File: src/rtl/bsnn_pkg.sv
// bsnn_pkg: shared types and constants for the spiking binary tile sequencer.
//   bsnn_seq_state_t : sequencer FSM state encoding
//   BSNN_*           : default tile geometry
//   bsnn_cnt_width   : width of the shared CLEAR/RUN phase counter
package bsnn_pkg;

  typedef enum logic [1:0] {
    IDLE  = 2'd0,
    CLEAR = 2'd1,
    RUN   = 2'd2,
    DONE  = 2'd3
  } bsnn_seq_state_t;

  localparam int BSNN_N_NEURONS = 4;
  localparam int BSNN_DTT_WIDTH = 5;
  localparam int BSNN_TTD_WIDTH = 5;

  // The counter must be able to hold the larger of the two phase lengths.
  function automatic int bsnn_cnt_width(input int clr_cycles, input int max_cycles);
    int top;
    top = (clr_cycles > max_cycles) ? clr_cycles : max_cycles;
    return (top < 2) ? 1 : $clog2(top + 1);
  endfunction

endpackage

File: src/rtl/bsnn_seq_cnt.sv
// bsnn_seq_cnt: clearable saturating up-counter with terminal-count compare.
//   CLK, nRST : clock, asynchronous active-low reset
//   clr       : synchronous clear to zero (wins over en)
//   en        : count enable
//   limit     : terminal value for the compare
//   count     : current count
//   tc        : count == limit
module bsnn_seq_cnt #(
  parameter int CNT_W = 4
) (
  input  logic             CLK,
  input  logic             nRST,
  input  logic             clr,
  input  logic             en,
  input  logic [CNT_W-1:0] limit,
  output logic [CNT_W-1:0] count,
  output logic             tc
);

  localparam logic [CNT_W-1:0] ONE = {{(CNT_W-1){1'b0}}, 1'b1};

  always_ff @(posedge CLK or negedge nRST) begin
    if (!nRST) begin
      count <= '0;
    end else if (clr) begin
      count <= '0;
    end else if (en && (count != '1)) begin
      // Saturate so an unbounded RUN phase never wraps.
      count <= count + ONE;
    end
  end

  assign tc = (count == limit);

endmodule

File: src/rtl/bsnn_seq_ctrl.sv
// bsnn_seq_ctrl: runs one inference at a time on a spiking binary tile.
// Accepts an input vector (in_valid/in_ready), holds tile_start low for
// CLR_CYCLES to clear membranes, raises tile_start until tile_finish, then
// offers the captured tile outputs (out_valid/out_ready).
//   CLK, nRST            : clock, asynchronous active-low reset
//   in_valid/in_ready    : input vector handshake, in_vector packed by lane
//   out_valid/out_ready  : result handshake, out_vector packed by lane
//   timeout_err          : result came from the watchdog (qualified by out_valid)
//   busy                 : sequencer not idle
//   tile_start           : low = clear/hold tile, high = run tile
//   tile_input_vector    : registered copy of the accepted vector
//   tile_output_vector   : tile outputs, tile_finish : tile done (level or pulse)
// Optional feature macro: BSNN_SEQ_WATCHDOG_EN enables the RUN-phase limit of
// MAX_CYCLES cycles; without it RUN waits indefinitely and timeout_err is 0.
module bsnn_seq_ctrl
  import bsnn_pkg::*;
#(
  parameter int N_NEURONS  = BSNN_N_NEURONS,
  parameter int DTT_WIDTH  = BSNN_DTT_WIDTH,
  parameter int TTD_WIDTH  = BSNN_TTD_WIDTH,
  parameter int CLR_CYCLES = 2,
  parameter int MAX_CYCLES = 64
) (
  input  logic                           CLK,
  input  logic                           nRST,
  input  logic                           in_valid,
  output logic                           in_ready,
  input  logic [N_NEURONS*DTT_WIDTH-1:0] in_vector,
  output logic                           out_valid,
  input  logic                           out_ready,
  output logic [N_NEURONS*TTD_WIDTH-1:0] out_vector,
  output logic                           timeout_err,
  output logic                           busy,
  output logic                           tile_start,
  output logic [N_NEURONS*DTT_WIDTH-1:0] tile_input_vector,
  input  logic [N_NEURONS*TTD_WIDTH-1:0] tile_output_vector,
  input  logic                           tile_finish
);

  localparam int CNT_W = bsnn_cnt_width(CLR_CYCLES, MAX_CYCLES);
  localparam logic [CNT_W-1:0] CLR_LAST = CNT_W'(CLR_CYCLES - 1);
  localparam logic [CNT_W-1:0] RUN_LAST = CNT_W'(MAX_CYCLES - 1);

  bsnn_seq_state_t state, state_next;

  logic             in_ready_q;
  logic             accept;
  logic             capture;
  logic             cnt_clr;
  logic             cnt_en;
  logic [CNT_W-1:0] cnt_limit;
  logic [CNT_W-1:0] cnt;
  logic             cnt_tc;

  logic [N_NEURONS*DTT_WIDTH-1:0] in_vec_q;
  logic [N_NEURONS*TTD_WIDTH-1:0] out_vec_q;

`ifdef BSNN_SEQ_WATCHDOG_EN
  logic capture_to;
  logic timeout_q;
`endif

  bsnn_seq_cnt #(
    .CNT_W (CNT_W)
  ) u_cnt (
    .CLK   (CLK),
    .nRST  (nRST),
    .clr   (cnt_clr),
    .en    (cnt_en),
    .limit (cnt_limit),
    .count (cnt),
    .tc    (cnt_tc)
  );

  // in_ready_q is only ever set in IDLE, so accept implies state == IDLE.
  assign accept = in_valid & in_ready_q;

  always_comb begin
    state_next = state;
    cnt_clr    = 1'b0;
    cnt_en     = 1'b0;
    cnt_limit  = CLR_LAST;
    capture    = 1'b0;
`ifdef BSNN_SEQ_WATCHDOG_EN
    capture_to = 1'b0;
`endif
    case (state)
      IDLE: begin
        if (accept) begin
          state_next = CLEAR;
          cnt_clr    = 1'b1;
        end
      end
      CLEAR: begin
        if (cnt_tc) begin
          state_next = RUN;
          cnt_clr    = 1'b1;
        end else begin
          cnt_en = 1'b1;
        end
      end
      RUN: begin
        cnt_limit = RUN_LAST;
        cnt_en    = 1'b1;
        // Finish is checked first so it wins over a coincident watchdog limit.
        if (tile_finish) begin
          state_next = DONE;
          capture    = 1'b1;
        end
`ifdef BSNN_SEQ_WATCHDOG_EN
        else if (cnt_tc) begin
          state_next = DONE;
          capture    = 1'b1;
          capture_to = 1'b1;
        end
`endif
      end
      DONE: begin
        if (out_ready) begin
          state_next = IDLE;
        end
      end
      default: state_next = IDLE;
    endcase
  end

  // ---- state and control registers ----
  // in_ready is registered from the next state so it is low during reset
  // and rises only on the first edge after release or return to IDLE.
  always_ff @(posedge CLK or negedge nRST) begin
    if (!nRST) begin
      state      <= IDLE;
      in_ready_q <= 1'b0;
    end else begin
      state      <= state_next;
      in_ready_q <= (state_next == IDLE);
    end
  end

  // ---- data registers ----
  always_ff @(posedge CLK or negedge nRST) begin
    if (!nRST) begin
      in_vec_q  <= '0;
      out_vec_q <= '0;
    end else begin
      if (accept) begin
        in_vec_q <= in_vector;
      end
      if (capture) begin
        out_vec_q <= tile_output_vector;
      end
    end
  end

`ifdef BSNN_SEQ_WATCHDOG_EN
  always_ff @(posedge CLK or negedge nRST) begin
    if (!nRST) begin
      timeout_q <= 1'b0;
    end else if (capture) begin
      timeout_q <= capture_to;
    end
  end
  assign timeout_err = timeout_q;
`else
  assign timeout_err = 1'b0;
`endif

  assign in_ready          = in_ready_q;
  assign out_valid         = (state == DONE);
  assign busy              = (state != IDLE);
  assign tile_start        = (state == RUN);
  assign out_vector        = out_vec_q;
  assign tile_input_vector = in_vec_q;

endmodule

File: config.mk
export PLATFORM = sky130hd
export DESIGN_NAME = bsnn_seq_ctrl
export DESIGN_NICKNAME = d
export VERILOG_FILES = /design/src/rtl/bsnn_pkg.sv /design/src/rtl/bsnn_seq_cnt.sv /design/src/rtl/bsnn_seq_ctrl.sv
export SDC_FILE = /design/constraint.sdc
export NUM_CORES = 1
export LEC_CHECK = 0
export ABC_CLOCK_PERIOD_IN_PS = 4500
export CELL_PAD_IN_SITES_DETAIL_PLACEMENT = 0
export CELL_PAD_IN_SITES_GLOBAL_PLACEMENT = 1
export CORE_MARGIN = 5
export CORE_UTILIZATION = 37
export CTS_CLUSTER_SIZE = 10
export DETAILED_ROUTE_END_ITERATION = 16
export GPL_TIMING_DRIVEN = 0
export PLACE_DENSITY = 0.95
export SYNTH_ARGS = -nofsm -noshare
export SYNTH_HDL_FRONTEND = slang
export SYNTH_HIERARCHICAL = 1
export SYNTH_SLANG_ARGS = --single-unit
export TNS_END_PERCENT = 5
File: constraint.sdc
create_clock -name CLK -period 4.5 [get_ports CLK]
set_input_delay 0.9 -clock CLK [delete_from_list [all_inputs] [get_ports CLK]]
set_output_delay 0.9 -clock CLK [all_outputs]
set_load 0.01 [all_outputs]
**Word level (Yosys, flattened, before mapping)**

Index checks and enable logic that the tools add are counted.

- Output and inout bits: 45
- Word-level logic and storage cells: 32
- Register bits: 50

- Reductions and logical operators: 5
- Add/subtract/negate cells: 1
- Muxes and demuxes: 15
- Equality and inequality tests: 5
- Bitwise operators: 1

Operators by type and width:

| kind | count |
|---|---|
| 2-to-1 mux 7 bit | 2 |
| 2-to-1 mux 2 bit | 4 |
| one-hot mux 2 bit (4 select lines) | 1 |
| adder 7 x 1 -> 7 bit (second input constant) | 1 |
| == test 7 x 6 -> 1 bit | 1 |
| != test 7 bit (second input constant) | 1 |
| 2-to-1 mux 6 bit | 1 |
| 2-to-1 mux 1 bit | 5 |
| == test 2 bit (second input constant) | 2 |
| zero test 2 bit | 2 |
| one-hot mux 1 bit (2 select lines) | 2 |
| nonzero test 2 bit | 2 |
| == test 2 x 1 -> 1 bit (second input constant) | 1 |
| bitwise AND 1 bit | 1 |
| logical AND 1 bit | 1 |

**Depth between registers and ports, before layout**

- Depth after elaboration: 8
- Depth in mapped cells: 11
- Mapped depth without buffers: 10

**Modules after synthesis**

The synthesis kept the hierarchy.

By module, submodules not included:

| module | cells an instance | area an instance (um2) | instances | seq. area each (um2) |
|---|---|---|---|---|
| bsnn_seq_ctrl | 118 | 1849.3 | 1 | 1076.0 |
| bsnn_seq_cnt | 52 | 478.0 | 1 | 175.2 |

**Worst setup path after synthesis**

OpenSTA, ideal clock, no wires.

- Path type: reg-to-reg
- Start: reg state[0]
- End: reg u_cnt.count[2]
- Buffers on the path: 1
- Required time: 4414 ps
- Data arrival time: 2380 ps
- Stages on the path, launching flop included: 12
- Setup slack: 2034 ps
- Library setup time: 86 ps
- Cells stage by stage: dfrtp_1 -> inv_1 -> ha_1 -> xnor2_1 -> nand4_1 -> nor4_1 -> or2b_2 -> a21boi_0 -> buf_2 -> and3_1 -> nor2b_1 -> nor3_1

- Cells in the longest elaborated chain, start to end: 7
- Elaborated cells on any way between the ends: 12

Ends and longest elaborated chain:

| what | RTL line | text |
|---|---|---|
| start: declaration | bsnn_seq_ctrl.sv:44 | `bsnn_seq_state_t state, state_next;` |
| start signal: assignment | bsnn_seq_ctrl.sv:135 | `state <= state_next;` |
| == test 2 bit | -- |  |
| via tile_start | bsnn_seq_ctrl.sv:34 | `output logic tile_start,` |
| 2-to-1 mux 6 bit | bsnn_seq_ctrl.sv:87 | `case (state)` |
| == test 7 x 6 -> 1 bit | bsnn_seq_cnt.sv:33 | `assign tc = (count == limit);` |
| via cnt_tc | bsnn_seq_ctrl.sv:53 | `logic cnt_tc;` |
| 2-to-1 mux 1 bit | bsnn_seq_ctrl.sv:95 | `if (cnt_tc) begin` |
| one-hot mux 1 bit (2 select lines) | bsnn_seq_ctrl.sv:87 |  |
| via cnt_en | bsnn_seq_ctrl.sv:50 | `logic cnt_en;` |
| logical AND 1 bit | bsnn_seq_cnt.sv:27 | `end else if (en && (count != '1)) begin` |
| nonzero test 2 bit (no source line) | -- |  |
| end signal: assignment | bsnn_seq_cnt.sv:29 | `count <= count + ONE;` |
| end: declaration | bsnn_seq_cnt.sv:16 | `output logic [CNT_W-1:0] count,` |

The timed path passes the listed nets, and every way through them passes these cells.
A chain may end at the register's enable or synchronous reset.

**Worst setup path after layout**

- Start: reg state[0]
- End: out tile_start

- Cells in the longest elaborated chain, start to end: 1

Ends and longest elaborated chain:

| what | RTL line | text |
|---|---|---|
| == test 2 bit | bsnn_seq_ctrl.sv:171 | `assign tile_start = (state == RUN);` |
| end: declaration | bsnn_seq_ctrl.sv:34 |  |

No other way between the ends.

==> impl_metrics.yaml <==
sta:
  tightest_slew_ns: 0.559
  holdWs_ns: 0.509
  fmax_mhz: 346
  skew_ns: 0.00499
  rsz0062_at_grt: "no"
  setup_slack_ns: 1.61
  finalCritPeriodShare_pct: 64.2
  finalHoldViolCount: 0
  setup_viol: 0
  finalSetupTns_ns: 0
  slew_headroom_pct: 62.4
  final_max_slew_viol_count: 0
  min_period_ns: 2.89
worst_setup_path:
  cp_num_buf_inv: 2
  start_kind: "register"
  critPathKind: "register to output pin"
  arrival_ns: 1.99
  path_cells: "inv_1, ha_1, clkdlybuf4s50_1"
  required_ns: 3.60
  critPathMaxStageDelay_ns: 0.64
  cpLargestDelayFamily: "buffers and inverters"
  end_kind: "output pin"
  cp_max_fo: 10
  crit_slowest_cell: "clkdlybuf4s50_1"
synth:
  synth_warnings: 6
  synth-edff-count: 0
  synth_top_flop_cell: "dfrtp_1"
  ys_async_sr_fraction_pct: 100
  ys_types: 41
  syn_area_per_cell_um2: 13.7
  seq_area_frac_synth_pct: 53.8
  syn_inst: 170
  synth-seq-cells: 50
  synth_area_um2: 2330
finish:
  finalNetCount: 318
  drive_gt1_share_pct: 23.9
  seq_area_um2: 1250
  layout_commonest_cell: "clkdlybuf4s50_1"
  area_growth_pct: 47.9
  fillers: 503
  multiInputGateArea_um2: 986
  num_antenna_cells: 0
  mostFrequentLayoutCells: "clkdlybuf4s50_1, dfrtp_1, mux2_2"
clocking:
  hold_buffers: 0
  clkTransAtPathRegs_ns: 0.09
  h-tree-depth: 2
  root_buffer: "clkbuf_8"
  worstSkewPairLatency_ns: 0.30
  cts_buffers: 5
  cts_resized: 0
  cts_sinks: 50
  cts_tree: "done"
  postCtsSetupBuffers: 0
  cts_buffer_depth: 2
floorplanning:
  die_h_um: 89.3
  dieArea_um2: 7980
  row_count: 28
  initial_core_util_pct: 38.6
  fp.dieW_um: 89.3
  core_um2: 6030
  pin_count: 90
outcome:
  status: "complete, no violations"
place:
  port_buffers: 88
  preCtsSetupSlack_ns: 1.60
  dp_hpwl_um: 3940
  place.gp.congestion: 0.765
drt:
  wl_um: 4990
  drtIter0Drc: 38
  via_per_inst: 4.83
  ant_nets: 0
  vias: 1656
  dr.pass1.iters: 3
  wl_per_cell_um: 14.5
  drcViolationCount: 0
global_routing:
  grt_pass1_vias: 1641
  grt_max_degree: 30
  grt_use_total_pct: 12.9
  grt_pass1_wl_um: 7820
  grt_overflow: 0
  grt_antenna_before_repair: 0
job:
  drv_cap: 0
power_and_ir_drop:
  ir_drop_mv: 0.350
  total_power_mw: 1.88
  p_per_area_nw_per_um2: 546
  leakage_nw: 1.51
hold_path:
  hold_path_class: "register to register"
## final timing paths
check	start	end	slack, ns	cells after the start
worst min register to register	out_vector[4]$_DFFE_PN0P_	out_vector[4]$_DFFE_PN0P_	0.51	1
worst max register to register	state[0]$_DFF_PN0_	u_cnt/count[1]$_DFFE_PN0P_	1.64	11
worst max-delay path	state[0]$_DFF_PN0_	tile_start	1.61	3
min in group asynchronous	nRST	tile_input_vector[16]$_DFFE_PN0P_	0.57	1
worst min-delay path	out_vector[4]$_DFFE_PN0P_	out_vector[4]$_DFFE_PN0P_	0.51	1
max in group asynchronous	nRST	u_cnt/count[1]$_DFFE_PN0P_	3.40	2
## synth_stat cells, types with 2 or more instances
master	instances	area, um^2
mux2_4	11	165
dfrtp_1	50	1250
a31oi_1	3	18.8
nand3_1	4	20.0
nor3b_1	2	15.0
xnor2_1	4	35.0
a21oi_1	4	20.0
nand4b_1	2	17.5
a21boi_0	3	22.5
xor2_1	3	26.3
o211ai_1	2	15.0
o21ai_0	2	10.0
mux2_2	28	315
nand2_1	4	15.0
and3_1	2	12.5
conb_1	2	7.51
nand2b_1	2	12.5
inv_1	6	22.5
a311oi_1	2	17.5
ha_1	6	75.1
nor2_1	2	7.51
buf_6	4	45.0
a311oi_2	2	30.0
buf_2	3	15.0
## metal layers
layer  track usage [%]  wire, um
met2              20.9      2360
met1              16.7      2160
met3              3.78       430
met5                 0         0
met4              4.06        46
## sequential cells by signal, indices dropped and copies added, names as in the netlist
signal and flops:
state 2, in_ready 1, tile_input_vector 20, out_vector 20
u_cnt/count 7
## layout make-up
type / count / share of cell area, %
Buffer: 9 / 2.07
Clock buffer: 6 / 2.40
Clock inverter: 2 / 1.13
Inverter: 6 / 0.654
Multi-Input combinational cell: 106 / 28.6
Sequential cell: 50 / 36.4
Tap cell: 75 / 2.73
Timing Repair Buffer: 89 / 26.0
## report_power, final
part           internal (mW)  switching [mW]  total [mW]
combinational          0.523           0.329       0.852
clock                  0.183           0.149       0.332
sequential             0.604          0.0924       0.696
total                   1.31           0.570        1.88
## cell families (layout without fill, tap and decap cells)
| family | Yosys count | count (layout) | share of synthesized area (%) |
|---|---|---|---|
| adder cells (fa/ha/maj) | 6 | 6 | 3.23 |
| XOR/XNOR | 7 | 7 | 2.63 |
| other | 2 | 3 | 0.323 |
| buffers and inverters | 15 | 112 | 4.03 |
| AO/OA/AOI/OAI | 20 | 20 | 6.45 |
| flip-flops | 50 | 50 | 53.8 |
| multiplexers | 40 | 40 | 21.1 |
| AND/OR/NAND/NOR | 30 | 30 | 8.44 |
## stage by stage
step	instance area (um^2)	std cells	util, %
floorplan	2330	171	-
global placement	3310	334	54.9
detailed placement	3320	335	55.1
CTS	3440	343	57.1
global route	3440	343	57.1
finish	3440	343	57.1
(Power assumes the default switching activity.)
